**src/rtl/axi_channel_fifo.sv**
```systemverilog
`default_nettype none
// +----------------------------------------------------------------------------+
// | axi_channel_fifo: single-clock AXI channel buffer with FWFT output,        |
// | occupancy/LAST counters, flush and optional store-and-forward mode.        |
// | Revision: 1.0                                                              |
// +----------------------------------------------------------------------------+
module axi_channel_fifo #(
  parameter int WIDTH        = 37,
  parameter int DEPTH        = 16,
  parameter int AFULL_MARGIN = 2,
  parameter int PACKET_MODE  = 0
) (
  input  logic                         clk,
  input  logic                         rst_n,
  input  logic                         i_flush,
  input  logic [WIDTH-1:0]             i_in_data,
  input  logic                         i_in_valid,
  output logic                         o_in_ready,
  output logic [WIDTH-1:0]             o_out_data,
  output logic                         o_out_valid,
  input  logic                         i_out_ready,
  output logic [$clog2(DEPTH+1)-1:0]   o_level,
  output logic [$clog2(DEPTH+1)-1:0]   o_pkt_cnt,
  output logic                         o_empty
);

  localparam int c_LW = $clog2(DEPTH + 1);
  localparam int c_PW = $clog2(DEPTH);
  localparam logic [c_LW-1:0] c_THRESH = c_LW'(DEPTH - AFULL_MARGIN);

  logic [WIDTH-1:0] r_mem [DEPTH];
  logic [c_PW-1:0]  r_wr_ptr;
  logic [c_PW-1:0]  r_rd_ptr;
  logic [c_LW-1:0]  r_level;
  logic [c_LW-1:0]  r_pkt_cnt;
  logic             r_in_ready;
  logic             r_out_valid;
  logic [WIDTH-1:0] r_out_data;
  logic             r_empty;
  logic             r_cut;

  logic             w_push;
  logic             w_pop;
  logic [c_LW-1:0]  w_stored;
  logic [c_LW-1:0]  w_level_next;
  logic [c_LW-1:0]  w_pkt_next;
  logic             w_below;
  logic             w_cut_next;
  logic             w_eligible;
  logic             w_out_free;
  logic             w_from_mem;
  logic             w_load;
  logic             w_wr_en;

  always_comb begin
    w_push       = i_in_valid && r_in_ready;
    w_pop        = r_out_valid && i_out_ready;
    w_stored     = r_level - c_LW'(r_out_valid);
    w_level_next = r_level + c_LW'(w_push) - c_LW'(w_pop);
    w_pkt_next   = r_pkt_cnt + c_LW'(w_push && i_in_data[0])
                             - c_LW'(w_pop && r_out_data[0]);
    w_below      = (w_level_next < c_THRESH);
    // Once the threshold releases a LAST-less burst, keep cutting through
    // until the buffer drains, otherwise the tail of the burst is stranded.
    w_cut_next   = (r_cut || !w_below) && (w_level_next != '0);
    w_eligible   = (PACKET_MODE == 0) || (w_pkt_next != '0) || w_cut_next;
    w_out_free   = !r_out_valid || w_pop;
    w_from_mem   = (w_stored != '0);
    w_load       = w_out_free && w_eligible && (w_from_mem || w_push);
    w_wr_en      = w_push && !(w_load && !w_from_mem) && !i_flush;
  end

  always_ff @(posedge clk) begin
    if (w_wr_en) begin
      r_mem[r_wr_ptr] <= i_in_data;
    end
  end

  always_ff @(posedge clk or negedge rst_n) begin
    if (!rst_n) begin
      r_wr_ptr    <= '0;
      r_rd_ptr    <= '0;
      r_level     <= '0;
      r_pkt_cnt   <= '0;
      r_in_ready  <= 1'b0;
      r_out_valid <= 1'b0;
      r_out_data  <= '0;
      r_empty     <= 1'b1;
      r_cut       <= 1'b0;
    end else if (i_flush) begin
      r_wr_ptr    <= '0;
      r_rd_ptr    <= '0;
      r_level     <= '0;
      r_pkt_cnt   <= '0;
      r_in_ready  <= 1'b0;
      r_out_valid <= 1'b0;
      r_out_data  <= '0;
      r_empty     <= 1'b1;
      r_cut       <= 1'b0;
    end else begin
      r_level    <= w_level_next;
      r_pkt_cnt  <= w_pkt_next;
      r_in_ready <= w_below;
      r_empty    <= (w_level_next == '0);
      r_cut      <= w_cut_next;
      if (w_wr_en) begin
        r_wr_ptr <= r_wr_ptr + c_PW'(1);
      end
      if (w_load && w_from_mem) begin
        r_rd_ptr <= r_rd_ptr + c_PW'(1);
      end
      if (w_load) begin
        r_out_valid <= 1'b1;
        r_out_data  <= w_from_mem ? r_mem[r_rd_ptr] : i_in_data;
      end else if (w_pop) begin
        r_out_valid <= 1'b0;
        r_out_data  <= '0;
      end
    end
  end

  assign o_in_ready  = r_in_ready;
  assign o_out_valid = r_out_valid;
  assign o_out_data  = r_out_data;
  assign o_level     = r_level;
  assign o_pkt_cnt   = r_pkt_cnt;
  assign o_empty     = r_empty;

endmodule
`default_nettype wire

```
**config.mk**
```make
export PLATFORM = sky130hd
export DESIGN_NAME = axi_channel_fifo
export DESIGN_NICKNAME = d
export VERILOG_FILES = /design/src/rtl/axi_channel_fifo.sv
export SDC_FILE = /design/constraint.sdc
export NUM_CORES = 1
export LEC_CHECK = 0
export ABC_AREA = 1
export BUFFER_PORTS_ARGS = -buffer_cell sky130_fd_sc_hd__buf_2
export CAP_MARGIN = 0
export CORE_UTILIZATION = 50
export DETAILED_ROUTE_END_ITERATION = 12
export HOLD_SLACK_MARGIN = 0.05
export PLACE_DENSITY = 0.69
export REMOVE_ABC_BUFFERS = 1
export SETUP_SLACK_MARGIN = 0.15
export SYNTH_ARGS = -nofsm -noshare
export SYNTH_HDL_FRONTEND = slang
export SYNTH_SLANG_ARGS = --single-unit
```
**constraint.sdc**
```tcl
create_clock -name clk -period 3.5 [get_ports clk]
set_clock_uncertainty 0.2 [all_clocks]
set_input_delay 0.175 -clock clk [delete_from_list [all_inputs] [get_ports clk]]
set_output_delay 0.175 -clock clk [all_outputs]
set_load 0.02 [all_outputs]
```
After elaboration in Yosys (flattened, before gate mapping). Memory sizes are Yosys's and may differ from the RTL's. Index checks and enable logic that the tools add are counted.

Memories kept: 1. Word-level logic and storage cells: 54. Input port bits: 42. Bits in writable memories: 592. Output and inout port bits: 50. Register bits: 58.

Memory list: r_mem (words 16, width 37, rd ports 1, clocked after memory_dff 0, write ports 1, RTL line 31) `logic [WIDTH-1:0] r_mem [DEPTH];`.

Reductions and logical operators: 20. Order comparisons: 1. Add/sub/neg operators: 7. Mux-type cells: 17.

Operator list (count): $mux W37 (4); $mux W4 (4); $sub A5 B1 Y5 (3); $add A5 B1 Y5 (2); $mux W5 (2); $logic_and A1 B1 Y1 (9); $add A4 B1 Y4 const B (2); $mux W1 (7); $logic_not A5 Y1 (1); $lt A5 B4 Y1 const B (1); $reduce_bool A5 Y1 (1); $logic_not A1 Y1 (4); $reduce_bool A2 Y1 (2); $reduce_bool A3 Y1 (1); $logic_or A1 B1 Y1 (2).

Logic depth before layout (Yosys ltp).
Depth in word-level cells: 10. Gate-level depth with buffers: 15. Depth with buffers taken out: 14.

Worst setup path before layout. OpenSTA, ideal clock, no wires.

Path kind: flip-flop to flip-flop. Start point: register r_level[2], in the netlist o_level[2]. End point: memory r_mem[10][0] (enable). Path slack: -0.297 ns. Arrival time: 3.166 ns. Setup time: 0.431 ns. Stages on the path, launching flop included: 13. Period minus slack after synthesis: 3.797 ns. Buffers on the path: 1. Required time: 2.869 ns. Cell sequence: dfrtp_1 inv_1 ha_1 nand2_2 nand3_1 nand2_1 nor2_4 nand2_2 inv_2 nand2_4 nand3_2 buf_4 nor2_1.

Word-level cells in the longest chain between the ends: 10. Elaborated cells on any way between the ends: 11. Those cells by class: 1 x add/sub; 2 x mux; 8 x reduce/logical.

Ends and longest elaborated chain: start: declaration (RTL line 34) `logic [c_LW-1:0] r_level;`; start signal: assignment (RTL line 101) `r_level <= w_level_next;`; $sub A5 B1 Y5 * (RTL line 58) `w_stored = r_level - c_LW'(r_out_valid);`; $reduce_bool A5 Y1 * (RTL line 68) `w_from_mem = (w_stored != '0);`; $logic_or A1 B1 Y1 (RTL line 69) `w_load = w_out_free && w_eligible && (w_from_mem || w_push);`; $logic_and A1 B1 Y1 (RTL line 69); $logic_and A1 B1 Y1 * (RTL line 70) `w_wr_en = w_push && !(w_load && !w_from_mem) && !i_flush;`; $logic_not A1 Y1 * (RTL line 70); $logic_and A1 B1 Y1 * (2 in a row) (RTL line 70); $mux W1 * (RTL line 74) `if (w_wr_en) begin`; $mux W1 (implied by the code) * (RTL line 75) `r_mem[r_wr_ptr] <= i_in_data;`; end: declaration (RTL line 31).

Mark *: on every way between the ends. The rest lies on a longest branch, timed or not.

Final worst setup path.
Start point: register r_level[2], in the netlist o_level[2]. End point: memory r_mem[7][30] (enable).

The elaborated chain is that of the path after synthesis.

==> impl_metrics.yaml <==
outcome:
  result_of_the_run: "finished clean"
die:
  initial_utilization: 0.510
  num_rows: 84
  boundaryPins: 92
  die_area_mm2: 0.0551
  placeableCoreArea_mm2: 0.0531
  dieWidth_um: 235
  die_y_um: 235
cells_and_area:
  fillerInstances: 4193
  area.growth.synth_to_final_pct: 13.8
  drive_gt1_frac: 0.123
  regArea_mm2: 0.0192
  layout.cells.most_common: "nand2_1"
  most-common-layout-cells: "nand2_1 (784), edfxtp_1 (592), nand3_1 (568)"
  multi_input_area_mm2: 0.00698
  finish.net_count: 2529
  antennaDiodeCount: 0
worst_setup_path:
  reg2reg_setup_slack_ns: 0.58
  timing.rr.end: "r_mem[7][30]"
  timing.critical_path.max_delay_family: "simple AND/OR/NAND/NOR gates"
  cp_data_required_time_ns: 3.59
  critPathLaunchType: "register"
  crit_arrival_ns: 3.01
  crit_type: "reg -> reg"
  crit_chain: "inv_1 > ha_1 > nand2_2 > nand2_1 > nand2_1 > nand2_1 > nor2_4 > nand2_4 > inv_2 > nand2_4 > nand3_2 > buf_4 > nor2_4 > buf_12"
  crit_path_max_incr_delay_ns: 0.49
  cp_max_fo: 16
  rr_worst_depth: 14
  critical_path.reg2reg.startpoint: "o_level[2]"
  worst_setup_path_end_kind: "register"
  worst_path_max_delay_cell: "nor2_4"
  cp_common_cell: "nand2_1"
  critical_path.n_buffers_inverters: 4
place:
  hpwlAfterDp_um: 34900
  dp_slack_ns: 0.595
  place.port_buffers: 91
  gp_routability_congestion: 0.789
pwr:
  p_leak_nw: 11.7
  switchingPower_w: 0.00762
  swShare: 0.343
  ir_drop_uv: 687
  power-per-cell-area_mw_per_mm2: 721
  power.share.sequential: 0.405
  comb_power_share: 0.283
  power_w: 0.0222
  internal_dissipation_w: 0.0146
  power.clock.fraction: 0.313
route:
  remaining_drc_errors: 0
  wirelength_um: 67100
  routed_via_density: 5.69
  detailroute.via_count: 18200
  detailedRoute.firstPassIterationCount: 5
  antenna_left: 0
  first_iter_violations: 1819
  post_drt_wl_per_cell_um: 20.9
clock_network:
  cts_htree_levels: 3
  cts.reportedPaths.clkPinSlew_ns: 0.06
  clock_sinks: 650
  tritoncts: "done"
  clkLatencyLatePin_ns: 0.60
  clock_tree.root_cell: "clkbuf_16"
  tritoncts.num_buffers: 68
  cts-root-to-sink-buffers: 3
  cts.repair.resized: 0
timing:
  max-slew-margin-rel: 0.335
  clock.fmax_ghz: 0.343
  hold_violations: 0
  min_period_ns: 2.92
  final-max-slew-violation-count: 0
  timing.final.ws_setup_ns: 0.582
  grt_setup_unrepaired: "false"
  worst_tran_pin_value_ns: 0.997
  final-setup-viol-count: 0
  final.period_utilization: 0.834
grt:
  first_global_vias: 17900
  wire_length_of_the_first_global_routing_pass_um: 103000
  antenna_found_initial: 0
  grt_start_max_net_pins: 174
  groute.usage.overall: 0.243
  grt-ovfl-total: 0
yosys:
  synth_seq_cells: 650
  post_synthesis_cell_area_mm2: 0.0271
  yosysUniqueCellTypes: 35
  synthesis.yosys.warnings: 0
  netlist_instances: 2355
  synth.yosys.seq_area_share: 0.710
  syn-mean-instance-area_um2: 11.5
hold_path:
  min_path_type: "in -> async"
run:
  drv_cap: 0
==> metal layers <==
metal | up-vias | wire length (um) | track usage
met5 | - | 0 | 0
met1 | 8990 | 28000 | 0.324
li1 | 8395 | - | -
met2 | 698 | 32500 | 0.407
met4 | 0 | 2250 | 0.0895
met3 | 154 | 4340 | 0.0367
==> area by class of cell <==
cell class,count,share of cell area
clock inverter,36,0.00921
multi-input combinational,1518,0.226
timing repair buffer,184,0.0461
sequential,650,0.624
inverter,43,0.00556
tap,688,0.0279
clock buffer,87,0.0605
==> repair_timing <==
action                                 CTS  global route
setup buffers                            0             0
hold buffers                            41             0
endpoints found under the hold margin  703             0
==> through the flow <==
step           hold slack (ns)   util  cells  instance area (um^2)  setup TNS (ns)
2_1_floorplan           -0.321      -   2211                 26200         -936.72
3_3_place_gp             0.178  0.533   3042                 28300               0
3_5_place_dp             0.196  0.533   3042                 28300               0
4_1_cts                 0.0943  0.581   3206                 30800               0
5_1_grt                  0.126  0.581   3206                 30800               0
6_report                0.0681  0.581   3206                 30800               0
==> power by group through the flow <==
stage	Combinational (W)	Sequential [W]	Clock [W]
finish	0.00628	0.00899	0.00695
global route	0.00700	0.00902	0.00734
CTS	0.00630	0.00899	0.00705
detailed placement	0.00623	0.00915	0
global placement	0.00614	0.00913	0
floorplan	0.00385	0.00969	0
==> sequential cells by signal (all words and copies together), names as in the netlist <==
register     flops
o_empty          1
o_in_ready       1
o_level          5
o_out_data      37
o_out_valid      1
o_pkt_cnt        5
r_mem          592
r_rd_ptr         4
r_wr_ptr         4
==> synthesized netlist by cell type <==
| cell type | n | area (um^2) |
|---|---|---|
| a21oi_1 | 4 | 20.0 |
| a31oi_1 | 1 | 6.26 |
| and2_1 | 1 | 6.26 |
| buf_1 | 3 | 11.3 |
| buf_2 | 75 | 375 |
| buf_4 | 30 | 225 |
| buf_6 | 13 | 146 |
| clkbuf_1 | 23 | 86.3 |
| clkinv_1 | 2 | 7.51 |
| clkinv_2 | 1 | 5.00 |
| dfrtp_1 | 57 | 1430 |
| dfstp_2 | 1 | 26.3 |
| edfxtp_1 | 592 | 17800 |
| fa_1 | 2 | 40.0 |
| ha_1 | 20 | 250 |
| inv_1 | 35 | 131 |
| inv_2 | 4 | 15.0 |
| inv_4 | 1 | 6.26 |
| nand2_1 | 784 | 2940 |
| nand2_2 | 3 | 18.8 |
| nand2_4 | 2 | 22.5 |
| nand3_1 | 568 | 2840 |
| nand3_2 | 2 | 20.0 |
| nand3_4 | 1 | 17.5 |
| nand3b_1 | 1 | 7.51 |
| nand4_1 | 5 | 31.3 |
| nor2_1 | 70 | 263 |
| nor2_2 | 30 | 188 |
| nor2_4 | 1 | 11.3 |
| nor3_1 | 2 | 10.0 |
| o21ai_0 | 3 | 15.0 |
| o21ai_1 | 6 | 30.0 |
| o31ai_1 | 1 | 7.51 |
| xnor2_1 | 3 | 26.3 |
| xor2_1 | 8 | 70.1 |
==> logic make-up (layout without fill, tap and decap cells) <==
logic type / after synthesis / count (layout) / share of synthesized area
adders and majority gates: 22 / 22 / 0.0107
buffers and inverters: 187 / 350 / 0.0373
DFF: 650 / 650 / 0.710
AOI/OAI and AO/OA: 15 / 15 / 0.00291
and+or+nand+nor: 1470 / 1470 / 0.236
xor gates and xnor gates: 11 / 11 / 0.00356
==> how the worst max path moves through the flow <==
stage,from,endpoint,slack [ns],cells past startpoint
after CTS,o_level[2],r_mem[7][33],0.58,14
after floorplan,r_rd_ptr[0],o_out_data[20],-5.44,9
after global routing,o_level[2],r_mem[7][33],0.43,14
after global placement,o_level[2],r_mem[7][11],0.64,14
final,o_level[2],r_mem[7][30],0.58,14
after detailed placement,o_level[2],r_mem[7][11],0.60,14
(Power assumes the default switching activity.)
